[src/rtl/rect_fill_streamer_pkg.sv]
// Shared ILI9341 display types: RGB565 colour, named colours and panel geometry.
package rect_fill_streamer_pkg;

  typedef logic [15:0] ILI9341_color_t;

  localparam ILI9341_color_t BLACK = 16'h0000;
  localparam ILI9341_color_t RED   = 16'hF800;
  localparam ILI9341_color_t GREEN = 16'h07E0;
  localparam ILI9341_color_t BLUE  = 16'h001F;

  localparam int ILI9341_WIDTH   = 240;
  localparam int ILI9341_HEIGHT  = 320;
  localparam int ILI9341_COORD_W = 9;

endpackage

[src/rtl/rect_fill_streamer_raster.sv]
// Raster-order x/y counter: load a window, step x fastest, flag the final position.
module raster_counter #(
  parameter int COORD_W = 9
) (
  input  logic               clk,
  input  logic               rst,
  input  logic               load,
  input  logic               advance,
  input  logic [COORD_W-1:0] start_x,
  input  logic [COORD_W-1:0] start_y,
  input  logic [COORD_W-1:0] end_x,
  input  logic [COORD_W-1:0] end_y,
  output logic [COORD_W-1:0] x,
  output logic [COORD_W-1:0] y,
  output logic               last
);

  logic [COORD_W-1:0] x_first;
  logic [COORD_W-1:0] x_end;
  logic [COORD_W-1:0] y_end;

  assign last = (x == x_end) && (y == y_end);

  // Advancing from the final position is suppressed so x/y never leave the window.
  always_ff @(posedge clk or posedge rst) begin
    if (rst) begin
      x       <= '0;
      y       <= '0;
      x_first <= '0;
      x_end   <= '0;
      y_end   <= '0;
    end else if (load) begin
      x       <= start_x;
      y       <= start_y;
      x_first <= start_x;
      x_end   <= end_x;
      y_end   <= end_y;
    end else if (advance && !last) begin
      if (x == x_end) begin
        x <= x_first;
        y <= y + 1'b1;
      end else begin
        x <= x + 1'b1;
      end
    end
  end

endmodule

[src/rtl/rect_fill_streamer.sv]
// Streams a clipped, single-colour rectangle one pixel per valid/ready beat in raster order.
module rect_fill_streamer
  import rect_fill_streamer_pkg::*;
#(
  parameter int DISPLAY_WIDTH  = ILI9341_WIDTH,
  parameter int DISPLAY_HEIGHT = ILI9341_HEIGHT,
  parameter int COORD_W        = ILI9341_COORD_W
) (
  input  logic               clk,
  input  logic               rst,
  input  logic               start,
  input  logic [COORD_W-1:0] x0,
  input  logic [COORD_W-1:0] y0,
  input  logic [COORD_W-1:0] w,
  input  logic [COORD_W-1:0] h,
  input  ILI9341_color_t     color,
  output logic               busy,
  output logic               done,
  output logic               pixel_valid,
  input  logic               pixel_ready,
  output logic [COORD_W-1:0] pixel_x,
  output logic [COORD_W-1:0] pixel_y,
  output ILI9341_color_t     pixel_color
);

  // Handshake: a beat transfers on a rising edge where pixel_valid && pixel_ready;
  // while pixel_valid is high and pixel_ready low, every pixel_* output holds.

  typedef enum logic [1:0] {IDLE, STREAM, FINISH} state_t;
  state_t state_q, state_d;

  localparam int CW1 = COORD_W + 1;
  localparam logic [COORD_W:0] WIDTH_EXT  = CW1'(DISPLAY_WIDTH);
  localparam logic [COORD_W:0] HEIGHT_EXT = CW1'(DISPLAY_HEIGHT);

  logic [COORD_W:0] x0_e, y0_e, w_e, h_e, room_x, room_y, ew, eh, end_x, end_y;
  logic             empty, load, advance, last;

  // Extents are clipped with one guard bit so x0+w can never wrap.
  always_comb begin
    x0_e   = {1'b0, x0};
    y0_e   = {1'b0, y0};
    w_e    = {1'b0, w};
    h_e    = {1'b0, h};
    room_x = WIDTH_EXT - x0_e;
    room_y = HEIGHT_EXT - y0_e;
    ew     = (x0_e >= WIDTH_EXT)  ? '0 : ((w_e < room_x) ? w_e : room_x);
    eh     = (y0_e >= HEIGHT_EXT) ? '0 : ((h_e < room_y) ? h_e : room_y);
    end_x  = x0_e + ew - CW1'(1);
    end_y  = y0_e + eh - CW1'(1);
    empty  = (ew == '0) || (eh == '0);
  end

  always_comb begin
    state_d = state_q;
    load    = 1'b0;
    advance = 1'b0;
    case (state_q)
      IDLE: begin
        if (start) begin
          load    = !empty;
          state_d = empty ? FINISH : STREAM;
        end
      end
      STREAM: begin
        if (pixel_ready) begin
          advance = 1'b1;
          if (last) state_d = FINISH;
        end
      end
      FINISH:  state_d = IDLE;
      default: state_d = IDLE;
    endcase
  end

  always_ff @(posedge clk or posedge rst) begin
    if (rst) state_q <= IDLE;
    else     state_q <= state_d;
  end

  always_ff @(posedge clk or posedge rst) begin
    if (rst)                         pixel_color <= BLACK;
    else if (state_q == IDLE && start) pixel_color <= color;
  end

  raster_counter #(.COORD_W(COORD_W)) u_raster (
    .clk     (clk),
    .rst     (rst),
    .load    (load),
    .advance (advance),
    .start_x (x0),
    .start_y (y0),
    .end_x   (COORD_W'(end_x)),
    .end_y   (COORD_W'(end_y)),
    .x       (pixel_x),
    .y       (pixel_y),
    .last    (last)
  );

  assign busy        = (state_q == STREAM);
  assign pixel_valid = (state_q == STREAM);
  assign done        = (state_q == FINISH);

endmodule

[config.mk]
export PLATFORM = sky130hd
export DESIGN_NAME = rect_fill_streamer
export DESIGN_NICKNAME = d
export VERILOG_FILES = /design/src/rtl/rect_fill_streamer_pkg.sv /design/src/rtl/rect_fill_streamer_raster.sv /design/src/rtl/rect_fill_streamer.sv
export SDC_FILE = /design/constraint.sdc
export NUM_CORES = 1
export LEC_CHECK = 0
export ABC_AREA = 1
export CAP_MARGIN = 30
export CELL_PAD_IN_SITES_DETAIL_PLACEMENT = 1
export CELL_PAD_IN_SITES_GLOBAL_PLACEMENT = 1
export CORE_MARGIN = 4
export CORE_UTILIZATION = 40
export CTS_CLUSTER_SIZE = 28
export DETAILED_ROUTE_END_ITERATION = 8
export DONT_BUFFER_PORTS = 1
export PLACE_DENSITY_LB_ADDON = 0.15
export SYNTH_ARGS = -nofsm -noshare
export SYNTH_HDL_FRONTEND = slang
export SYNTH_SLANG_ARGS = --single-unit
export TNS_END_PERCENT = 30
[constraint.sdc]
create_clock -name clk -period 3.65 [get_ports clk]
set_clock_uncertainty 0.1 [all_clocks]
set_input_delay 0.73 -clock clk [delete_from_list [all_inputs] [get_ports clk]]
set_output_delay 0.73 -clock clk [all_outputs]
set_load 0.02 [all_outputs]
Yosys cells after proc, flatten, opt, wreduce, memory -nomap -nowiden
Index checks and enable logic that the tools add are counted.

Flip-flop bits (word level): 63. Bits of input ports: 56. Output and inout port bits: 37. Word-level logic and storage cells: 58.

$add $sub $neg: 8. Order comparisons: 4. Equal/unequal tests: 7. Multiplexer cells: 19. Reductions and logical operators: 13.

Operator list (number): $mux 9 (6); $mux 10 (4); $logic_not 10->1 (2); $lt 9x10->1 (2); $add 9x1->9 const B (2); $add 9x9->9 (2); $eq 9x9->1 (2); $sub 9x1->9 const B (2); $sub 8x9->10 const A (1); $sub 9x9->10 const A (1); $ge 9x8->1 const B (1); $ge 9x9->1 const B (1); $mux 2 (4); $mux 1 (4); $ne 2x1->1 const B (2); $pmux 2 s2 (1); $reduce_bool 2->1 (2); $logic_and 1x1->1 (3); $reduce_and 3->1 (1); $eq 2x1->1 const B (1); $eq 2x2->1 const B (1); $logic_not 1->1 (2); $logic_not 2->1 (1); $ne 2x2->1 const B (1); 2 further kinds (2).

Longest topological paths before layout
Depth after elaboration: 11. Gate-level depth with buffers: 32. Gate-level depth less buffers: 32.

Modules after synthesis
Synthesis repeated with hierarchy kept, for this count alone.

Cells, all modules: 803. Area, all modules: 5358.9 µm².

By module, submodules not included: rect_fill_streamer (times used 1, cells each 426, area an instance 2717.6 µm², sequential area each 450.4 µm²); raster_counter (times used 1, cells each 377, area an instance 2641.3 µm², sequential area each 1126.1 µm²).

Worst setup path after synthesis
No wires, ideal clock.

Path kind: input -> register. Start point: in x0[0]. End point: reg u_raster.x_end[7]. Library setup time: 0.076 ns. Arrival: 4.146 ns. Required time: 3.474 ns. Path slack: -0.672 ns. Stages on the path: 26. Path buffers: 0. Cell sequence: inv_1 ha_1 nand3_1 nand2_1 nor2_1 or3_1 ha_1 inv_1 nor2_1 o211ai_2 nand2_4 inv_2 nor2_1 nor2_1 inv_1 ha_1 inv_1 ha_1 inv_1 fa_1 o21ai_0 a21oi_1 nor2_1 nor2_1 xor2_1 o21ai_1.

Cells in the longest elaborated chain, start to end: 9. Elaborated cells between the ends (all ways): 12. Those cells by class: add/sub (3); order compare (2); mux (4); reduce/logical (3).

RTL lines: from (decl) (RTL line rect_fill_streamer.sv:12) `input logic [COORD_W-1:0] x0,`; parallel branches: the longest is 9 deep, another holds $sub 8x9->10; to (signal assigned) (RTL line rect_fill_streamer_raster.sv:36) `x_end <= end_x;`; to (decl) (RTL line rect_fill_streamer_raster.sv:19) `logic [COORD_W-1:0] x_end;`.

Parallel ways; which one is timed is not known. A chain may end at the register's enable or synchronous reset.

Worst setup path after layout
Start point: in y0[2]. End point: reg u_raster.y_end[8].

Cells in the longest elaborated chain, start to end: 9. Elaborated cells between the ends (all ways): 12. Those cells by class: add/sub (3); order compare (2); mux (4); reduce/logical (3).

RTL lines: from (decl) (RTL line rect_fill_streamer.sv:13) `input logic [COORD_W-1:0] y0,`; parallel branches: the longest is 9 deep, another holds $sub 9x9->10; to (signal assigned) (RTL line rect_fill_streamer_raster.sv:37) `y_end <= end_y;`; to (decl) (RTL line rect_fill_streamer_raster.sv:20) `logic [COORD_W-1:0] y_end;`.

Parallel ways; which one is timed is not known.

==> summary.md <==
| Metric | Value |
|---|---|
| Area Growth Syn to Fin | 47.6% |
| Worst-Skew Late Latency | 0.34 ns |
| Final Non-Filler Cells | 1014 |
| Die H | roughly 120 um |
| WL/cell | ~21 um |
| Final setup viols | 27 |
| Vias in the first global route | 5541 |
| Prevailing post-synth register cell | dfrtp_1 |
| DR pass1 iterations | 5 |
| Rel. slew slack | between 60% and 70% |
| Initial Util | between 40% and 50% |
| HP Class | input port to asynchronous set/reset pin |
| Die W | roughly 120 um |
| EDFF count, synth | 0 |
| Die ar. | approximately 15000 um^2 |
| Reg clk slew, reported paths | roughly 0.06 ns |
| CTS tree | yes |
| P_leak | slightly below 0.004 uW |
| Commonest non-fill, non-tap cells in the layout | 170 x nand2_1, 122 x buf_4, 88 x inv_1 |
| Drt total wl | between 20 and 25 mm |
| Initial antenna violation count | 0 |
| Seq cells post-synth | between 60 and 70 |
| Power Internal | between 2000 and 2500 uW |
| Average cell area after synthesis | 7.34 um^2 |
| Core ar. | between 10000 and 15000 um^2 |
| Routability congestion estimate from global placement | around 0.83 |
| Share of cells above drive strength 1 | between 30 and 40% |
| Max clock buf depth | 2 |
| VDD IR max | 0.000249 V |
| Final ANT Viol Nets | 0 |
| Asr flop ratio synth | 100% |
| Vias per cell | 5.40 |
| Synthesized Nets | approximately 810 |
| Min Tclk post-route | 4.22 ns |
| Most common cell after layout, fill and taps aside | nand2_1 |
| Crit path max fanout | 3 |
| Gr usage total | between 20% and 30% |
| # H-tree levels | 3 |
| PD cells | 575 nW/um^2 |
| Final Max Slew Viols | 0 |
| Number of diodes | 0 |
| Layout Nets | around 950 |
| Clk pwr share | a little over a fifth |
| NetSw | approximately 1900 uW |
| Arr. time, crit path | about 4.3 ns |
| Sequential Power Share | a little over a third |
| Ports | between 90 and 100 |
| Startpoint class of the critical path | input port |
| Mapped cell area | just over 5000 um^2 |
| Routed vias | about 5500 |
| First-pass GRT wire length | between 20 and 30 mm |
| Unrepaired setup endpoints after global routing | yes |
| Placed cells | ~950 |
| Worst-Margin Slew | 0.577 ns |
| Initial DRC count | between 300 and 400 |
| Root Buffer | clkbuf_16 |
| Final WS setup | -0.575 ns |
| Final Cycle Share | 116% |
| Synth Instances | ~710 |
| Peak Freq | roughly 240 MHz |
| Fin. Hold Viols | 0 |
| # rows | 41 |
| Unique masters post-synth | approximately 40 |
| Max-cap violations | 0 |
| Status | finished with violations |
| Final HPWL DP | ~12 mm |
| Yosys warnings | 0 |
| # DRC | 0 |
| Num CTS Buffers | 9 |
| Final Core Density | ~60% |
| Failing checks | negative setup slack |
| CTS Sinks | 63 |
| Critical path required time | roughly 3.8 ns |
| Total power draw | 4400 uW |
| Gate power share | 42.1% |
| Crit path capture type | flop |
| Net Sw Frac | 43.2% |
| IO buf count | 0 |
| Critical path class | input port to flop |
| Largest net degree at the start of global routing | 34 |
| Hold_buf cts | 0 |
| Total grt overflow | 0 |
| Sequential area share after synthesis | 30.4% |
[power by group through the flow]
stage,sequential [uW],combinational (uW),clock (uW)
2_1_floorplan,1460,1010,0
3_3_place_gp,1550,1320,0
5_1_grt,1620,2030,998
6_report,1590,1850,958
3_5_place_dp,1560,1410,0
4_1_cts,1560,1550,962
[cells by family (layout without fill, tap and decap cells)]
family	Yosys count	after routing	synth area share [%]
simple gates	347	348	30.6
buf+inv	131	266	10.6
compound gates	66	66	7.56
flops	63	63	30.4
fa+ha+maj	52	52	12.8
xor+xnor	47	47	7.95
[synthesized netlist by cell type (3+ instances only)]
cell      count  share of area [%]
nand2_1     195                 14
inv_1       108                7.8
nand3_1      70                6.8
dfrtp_1      63                 30
ha_1         50                 12
xor2_1       34                5.7
nor2_1       28                2.0
nand4_1      19                2.3
o21ai_1      19                1.8
a21oi_1      16                1.5
o21ai_0      13                1.3
xnor2_1      13                2.2
o21ai_2       9                1.5
clkbuf_1      7               0.51
buf_6         6                1.3
nand3b_1      5               0.72
nor3_1        5               0.48
o211ai_1      4               0.58
or2_2         4               0.48
buf_2         3               0.29
inv_2         3               0.22
nand2_2       3               0.36
nand2_4       3               0.65
nor2_2        3               0.36
[registers in the layout, indices dropped and copies added, names as in the netlist]
signal and flops:
u_raster.x_first 9, u_raster.x 9, state_q 2, u_raster.y_end 9, u_raster.x_end 9, u_raster.y 9, pixel_color 16
[worst max-delay path, stage by stage]
cell	delay, ns
nor3_4	0.20
nand3_1	0.10
nand2_1	0.12
nand2_2	0.09
buf_4	0.14
buf_4	0.12
buf_4	0.12
buf_4	0.12
buf_4	0.13
buf_4	0.12
buf_4	0.13
buf_4	0.12
buf_4	0.12
buf_4	0.13
nand3_4	0.09
nand3_4	0.08
ha_4	0.29
inv_2	0.05
ha_4	0.27
inv_2	0.05
o21bai_1	0.25
nand2_1	0.10
nand2_1	0.09
a21oi_2	0.06
xor2_1	0.21
xor2_1	0.20
o21ai_1	0.10
[per-layer routing]
layer	track usage, %	up-vias	part of all wire, %
met3	5.01	48	5.4
li1	-	2524	-
met2	41.2	186	53
met1	28.2	2716	39
met4	5.46	0	2.5
met5	0	-	0
[metrics by stage]
stage               hold WS (ns)  TNS (ns)  setup slack [ns]  instance area, um^2
CTS                        0.167     -1.14            -0.255                 6930
finish                     0.161     -4.11            -0.575                 7650
floorplan                  0.331     -2.64            -0.535                 5350
global placement           0.351     -6.93            -0.678                 6180
detailed placement         0.397    -10.48            -0.773                 6180
global route               0.183    -11.12            -0.767                 7650
[layout make-up]
type	instances	area [um^2]
fill	1527	5020
tap	172	215
clock buffer	11	253
timing repair buffer	137	1150
clock inverter	5	80.1
multi-input combinational	513	3880
inverter	113	490
sequential	63	1580
[path summary, 6_finish.rpt]
check                                     from                   to  slack [ns]  cells past startpoint
setup / recovery                         y0[2]    u_raster.y_end[8]       -0.57                     27
hold / removal                             rst       pixel_color[5]        0.16                      1
setup reg to reg                 u_raster.x[3]        u_raster.y[7]        0.37                     13
hold reg to reg            u_raster.x_first[8]  u_raster.x_first[8]        0.42                      2
max in group asynchronous                  rst        u_raster.x[7]        2.61                      2
min in group clk                      color[3]       pixel_color[3]        0.41                      2
[repair_timing]
action                                  in CTS  in global routing
hold endpoints to repair                     0                  0
resized for setup                           44                109
setup buffers                               27                 18
cloned                                       0                  3
endpoints found under the setup margin      10                 47
pin swaps                                   63                 92
(Power assumes the default switching activity.)
